==> src/rtl/fetch_unit.sv <==
// Instruction fetch stage.
// Holds the current PC and issues a one-cycle read to instruction memory.
// It presents the returned word to decode with a valid/ready handshake,
// then waits for the branching stage to supply the next PC.
// Memory is word-addressed. A HALT_OP opcode ends fetching until reset.
module fetch_unit #(
  parameter logic [31:0] RESET_PC = 32'h0000_0000,
  parameter logic [5:0]  HALT_OP  = 6'b111111
) (
  input  logic        clk,
  input  logic        rst,
  input  logic        start,
  input  logic [31:0] pc_next,
  input  logic        pc_next_valid,
  output logic [31:0] imem_addr,
  output logic        imem_req,
  input  logic [31:0] imem_rdata,
  input  logic        imem_rvalid,
  output logic [31:0] instr_out,
  output logic [31:0] pc_cur,
  output logic        instr_valid,
  input  logic        instr_ready,
  output logic        halted,
  output logic        busy,
  output logic [15:0] fetch_count
);

  typedef enum logic [2:0] {
    S_IDLE    = 3'd0,
    S_REQ     = 3'd1,
    S_WAIT    = 3'd2,
    S_HOLD    = 3'd3,
    S_RESOLVE = 3'd4,
    S_HALT    = 3'd5
  } state_t;

  state_t      state_q, state_d;
  logic [31:0] pc_q, pc_d;
  logic [31:0] addr_q, addr_d;
  logic [31:0] instr_q, instr_d;
  logic        vld_q, vld_d;
  logic        req_q, req_d;
  logic        halted_q, halted_d;
  logic [15:0] cnt_q, cnt_d;
  logic        accept;

  // Accepted-instruction counter; wraps naturally at 16 bits.
  function automatic logic [15:0] count_inc(input logic [15:0] c);
    return c + 16'd1;
  endfunction

  // True when the opcode field marks the stop instruction.
  function automatic logic is_halt(input logic [5:0] opcode);
    return (opcode == HALT_OP);
  endfunction

  // The handshake only completes while a word is actually being offered.
  assign accept = vld_q & instr_ready;

  // Next-state and next-output selection for the fetch sequence.
  always_comb begin
    state_d  = state_q;
    pc_d     = pc_q;
    addr_d   = addr_q;
    instr_d  = instr_q;
    vld_d    = vld_q;
    req_d    = 1'b0;
    halted_d = halted_q;
    cnt_d    = cnt_q;
    case (state_q)
      S_IDLE: begin
        if (start) begin
          pc_d    = RESET_PC;
          addr_d  = RESET_PC;
          req_d   = 1'b1;
          state_d = S_REQ;
        end
      end
      S_REQ: begin
        // The request pulse lasts exactly this one cycle; any early rvalid is dropped.
        state_d = S_WAIT;
      end
      S_WAIT: begin
        if (imem_rvalid) begin
          instr_d = imem_rdata;
          vld_d   = 1'b1;
          state_d = S_HOLD;
        end
      end
      S_HOLD: begin
        if (accept) begin
          vld_d = 1'b0;
          cnt_d = count_inc(cnt_q);
          if (is_halt(instr_q[31:26])) begin
            // A stop instruction wins over a same-cycle branch result.
            halted_d = 1'b1;
            state_d  = S_HALT;
          end else if (pc_next_valid) begin
            pc_d    = pc_next;
            addr_d  = pc_next;
            req_d   = 1'b1;
            state_d = S_REQ;
          end else begin
            state_d = S_RESOLVE;
          end
        end
      end
      S_RESOLVE: begin
        if (pc_next_valid) begin
          pc_d    = pc_next;
          addr_d  = pc_next;
          req_d   = 1'b1;
          state_d = S_REQ;
        end
      end
      S_HALT: begin
        state_d = S_HALT;
      end
      default: begin
        state_d = S_IDLE;
      end
    endcase
  end

  // State and output registers; reset returns everything to the idle, all-zero view.
  always_ff @(posedge clk) begin
    if (rst) begin
      state_q  <= S_IDLE;
      pc_q     <= '0;
      addr_q   <= '0;
      instr_q  <= '0;
      vld_q    <= 1'b0;
      req_q    <= 1'b0;
      halted_q <= 1'b0;
      cnt_q    <= '0;
    end else begin
      state_q  <= state_d;
      pc_q     <= pc_d;
      addr_q   <= addr_d;
      instr_q  <= instr_d;
      vld_q    <= vld_d;
      req_q    <= req_d;
      halted_q <= halted_d;
      cnt_q    <= cnt_d;
    end
  end

  assign imem_addr   = addr_q;
  assign imem_req    = req_q;
  assign instr_out   = instr_q;
  assign pc_cur      = pc_q;
  assign instr_valid = vld_q;
  assign halted      = halted_q;
  assign fetch_count = cnt_q;
  assign busy        = (state_q != S_IDLE) && (state_q != S_HALT);

endmodule

==> config.mk <==
export PLATFORM = sky130hd
export DESIGN_NAME = fetch_unit
export DESIGN_NICKNAME = d
export VERILOG_FILES = /design/src/rtl/fetch_unit.sv
export SDC_FILE = /design/constraint.sdc
export NUM_CORES = 1
export LEC_CHECK = 0
export CORE_ASPECT_RATIO = 0.6
export CORE_MARGIN = 2
export CORE_UTILIZATION = 35
export DETAILED_ROUTE_END_ITERATION = 12
export PLACE_DENSITY = 0.72
export SETUP_SLACK_MARGIN = 0.1
export SYNTH_ARGS = -nofsm -noshare
export SYNTH_HDL_FRONTEND = slang
export SYNTH_SLANG_ARGS = --single-unit
==> constraint.sdc <==
create_clock -name clk -period 2.4 [get_ports clk]
set_input_delay 0.24 -clock clk [delete_from_list [all_inputs] [get_ports clk]]
set_output_delay 0.24 -clock clk [all_outputs]
set_load 0.02 [all_outputs]
Word level (Yosys, flattened, before mapping)
Cells that the tools add are included.
- input port bits: 70
- output and inout bits: 116
- bits in registers: 118
- word-level logic and storage cells: 57
- muxes and demuxes: 24
- bitwise logic cells: 1
- reduce and logical (&&, ||, !) cells: 11
- $add $sub $neg: 1
- equal/unequal tests: 12
- operators by type and width (cell ; number):
    32-bit 2-to-1 mux ; 7
    32-bit case mux with 3 select lines ; 2
    3-bit 2-to-1 mux ; 6
    3-bit case mux with 6 select lines ; 1
    16-bit by 1-bit adder with 16-bit output (second input constant) ; 1
    2-bit != test (second input constant) ; 5
    4-bit AND reduction ; 2
    3-bit by 2-bit equality test with 1-bit output (second input constant) ; 2
    3-bit equality test (second input constant) ; 2
    6-bit equality test (second input constant) ; 1
    1-bit 2-to-1 mux ; 6
    3-bit AND reduction ; 2
    3-bit nonzero test ; 2
    2-bit AND reduction ; 2
    3-bit by 1-bit equality test with 1-bit output (second input constant) ; 1
    3-bit logical NOT ; 1
    3-bit != test (second input constant) ; 1
    1-bit case mux with 3 select lines ; 1
    1-bit case mux with 2 select lines ; 1
    2-bit nonzero test ; 1
    1-bit AND ; 1
    1-bit logical AND ; 1

Logic depth before layout (Yosys ltp)
- depth after elaboration: 4
- depth in mapped cells: 7
- gate-level depth less buffers: 5

Worst setup path after synthesis
No wires, ideal clock.
- path type: flip-flop to flip-flop
- start point: register cnt_q[0], in the netlist fetch_count[0]
- end point: register cnt_q[14], in the netlist fetch_count[14]
- setup time: 70 ps
- arrival: 1839 ps
- cell stages (with the launch flop): 7
- period minus slack after synthesis: 1910 ps
- buffers on the path: 1
- path slack: 490 ps
- data required time: 2330 ps
- cell sequence: dfxtp_1 -> ha_1 -> nand2_1 -> or4_1 -> buf_2 -> or4_1 -> a21oi_1
- cells in the longest elaborated chain, start to end: 1
- RTL lines (item ; RTL line ; RTL):
    start: declaration ; 44 ; logic [15:0] cnt_q, cnt_d;
    start signal: assignment ; 144 ; cnt_q <= cnt_d;
    16-bit by 1-bit adder with 16-bit output ; 49 ; return c + 16'd1;
No other way between the ends.
A chain may end at the register's enable or synchronous reset.

Final worst setup path
- start point: register state_q[1]
- end point: register cnt_q[14], in the netlist fetch_count[14]
- cells in the longest elaborated chain, start to end: 2
- RTL lines (item ; RTL line ; RTL):
    start: declaration ; 37 ; state_t state_q, state_d;
    start signal: assignment ; 137 ; state_q <= state_d;
    3-bit by 2-bit equality test with 1-bit output ; 70 ; case (state_q)
    2-bit AND reduction (no line) ; n/a ;
No other way between the ends.

==> reports/metrics.yaml <==
critical_path:
  crit_path_end_kind: "flip-flop"
  cp_cell_sequence: "nand4_4, or4_1, or4_1, a21oi_1"
  crit_type: "flip-flop to flip-flop"
  cp_data_arrival_time_ns: 2.35
  reg2reg_depth: 4
  crit_required_ns: 2.66
  path_max_fanout: 13
  crit_path_frequent_cell: "or4_1"
  crit_path_top_delay_cell: "dfxtp_1"
  cp-start-kind: "flip-flop"
  critPathMaxStageDelay_ns: 0.63
yosys:
  synth_area_um2: 3611
  synth_ff_type: "dfxtp_1"
  yosys_warnings: 0
  muxShareOfSynthArea: 0.005891
  synth_nets: 497
  synth_compound_area_frac: 0.1784
  synthAdderAreaFrac: 0.003465
  synth_top_family_by_area: "simple AND/OR/NAND/NOR gates"
  synth-simple-area-share: 0.2089
  ys_seq_elements: 86
  avgSynthCellArea_um2: 8.476
  netlist_instances: 426
  seq_area_frac_synth: 0.4768
  synthDistinctLibCells: 44
  synthArstFlopShare: 0
  synth_edf_count: 0
  synthXorXnorAreaFrac: 0.02183
global_routing:
  first_global_vias: 3134
  grt_overflow_total: 0
  antenna_found_initial: 0
  grt_max_degree: 44
  gr-usage-all-layers: 0.1805
  grt_pass1_wl_um: 15950
timing:
  tns_ns: 0
  slew_headroom: 0.6704
  tightest_slew_ns: 0.4937
  fmax_ghz: 0.4804
  period_share: 0.8673
  slew_viol_final: 0
  finalHoldViolCount: 0
  skew_ns: 0.008668
  period_minus_slack_ns: 2.081
  rsz0062_at_grt: "no"
  setup_viol: 0
  holdWs_ns: 0.2299
  worst_slack_ns: 0.3185
pwr:
  ir_drop_mv: 0.3970
  power.total_w: 0.004378
  leakagePower_nw: 1.896
  pwr_density_cell_nw_per_um2: 775.1
outcome:
  status: "finished, final reports clean"
route:
  first_pass_iters: 4
  wl_per_cell_um: 14.44
  drc: 0
  antenna_left: 0
  drtIter0Drc: 246
  num_vias: 3409
  drt-total-wl_um: 10240
  vias_per_cell: 4.808
die:
  start_util: 0.3629
  die_y_um: 82.68
  io_pins: 186
  die_w_um: 135.1
  placementRows: 28
  die_area_um2: 11170
  core_um2: 9950
cts:
  root_buffer: "clkbuf_16"
  cts_tree: "yes"
  cts_resized: 0
  postCtsHoldBufs: 0
  h-tree-depth: 3
  clk_pin_slew_worst_paths_ns: 0.06
  post_cts_buffers: 0
  numCtsBuffers: 9
  insertion_delay_ns: 0.33
  clock-sinks: 86
  cts_buffer_depth: 2
final_layout:
  num_antenna_cells: 0
  fin_nets: 640
  layout_commonest_cell: "clkdlybuf4s50_1"
  mostFrequentLayoutCells: "clkdlybuf4s50_1 (184), nand2_1 (103), dfxtp_1 (86)"
  areaGrowthSynthToFinish_pct: 56.41
  drive_gt1_frac: 0.05575
hold_path:
  min-delay-path-class: "input pin to flip-flop"
  whs_path_depth: 2
place:
  place_congestion: 0.8366
  dpl_worst_slack_ns: 0.2624
  dp_hpwl_um: 7529
  portBuffers: 185
run:
  cap_violations: 0
## cell type report
class	instances	area (um^2)
Fill cell	904	4302
Multi-Input combinational cell	273	1518
Sequential cell	86	1722
Clock buffer	11	252.7
Timing Repair Buffer	193	1907
Clock inverter	5	57.56
Tap cell	135	168.9
Inverter	6	22.52
## cell usage after synthesis, drive strengths merged (2+ instances only)
cell type | n | area [um^2]
o2bb2ai | 33 | 289.0
clkbuf | 26 | 97.59
and2 | 2 | 12.51
nor4 | 3 | 18.77
or3 | 6 | 37.54
nor2 | 18 | 67.56
dfxtp | 86 | 1722
or4 | 3 | 22.52
nor3 | 5 | 25.02
nor2b | 3 | 18.77
inv | 6 | 22.52
nand2 | 103 | 386.6
xnor2 | 8 | 70.07
buf | 35 | 257.8
or2 | 2 | 12.52
a21oi | 43 | 215.2
o31ai | 2 | 15.01
nand3b | 2 | 27.53
o21ai | 9 | 45.04
nand4 | 7 | 58.81
a211oi | 2 | 15.01
nand3 | 5 | 25.02
and4 | 2 | 17.52
## report_power, final
part,switching [W],total [W],leakage (nW),internal [W]
combinational,0.000713,0.00128,1.05,0.000566
clock,0.000555,0.00142,0.155,0.000863
sequential,0.000123,0.00168,0.695,0.00156
total,0.00139,0.00438,1.90,0.00299
## registers in the layout (all words and copies together), names as in the netlist
signal and count:
fetch_count 16, instr_valid 1, state_q 3, imem_req 1, pc_cur 32, halted 1
instr_out 32
## worst paths after layout
path | from | to | slack (ns)
min | rst | fetch_count[8] | 0.23
max reg2reg | state_q[1] | fetch_count[14] | 0.32
max | state_q[1] | fetch_count[14] | 0.32
min reg2reg | instr_out[11] | instr_out[11] | 0.45
## worst max-delay path: cells and delay by family, from the launching register on
| kind | cells | cell delay, ns |
|---|---|---|
| AOI/OAI and AO/OA | 1 | 0.15 |
| DFF | 1 | 0.63 |
| and+or+nand+nor | 3 | 1.25 |
## cells by family (layout without fill, tap and decap cells)
| group | count (synthesis) | in the layout |
|---|---|---|
| AND/OR/NAND/NOR | 164 | 164 |
| XOR/XNOR | 9 | 9 |
| multiplexers | 2 | 2 |
| adder cells (fa/ha/maj) | 1 | 1 |
| AO/OA/AOI/OAI | 97 | 97 |
| buffers and inverters | 67 | 215 |
| flip-flops | 86 | 86 |
## layer usage
layer | share of wire | global-route usage | vias up
li1 | - | - | 1710
met1 | 0.47 | 0.2448 | 1588
met2 | 0.46 | 0.2802 | 107
met3 | 0.061 | 0.05922 | 4
met4 | 0.0049 | 0.04271 | 0
met5 | 0 | 0 | -
## stage by stage
step / util / cells / cell area [um^2]
3_5_place_dp: 0.5365 / 693 / 5338
6_report: 0.5677 / 709 / 5648
4_1_cts: 0.5677 / 709 / 5648
2_1_floorplan: - / 426 / 3611
5_1_grt: 0.5677 / 709 / 5648
3_3_place_gp: 0.5365 / 693 / 5338
(Power assumes the default switching activity.)
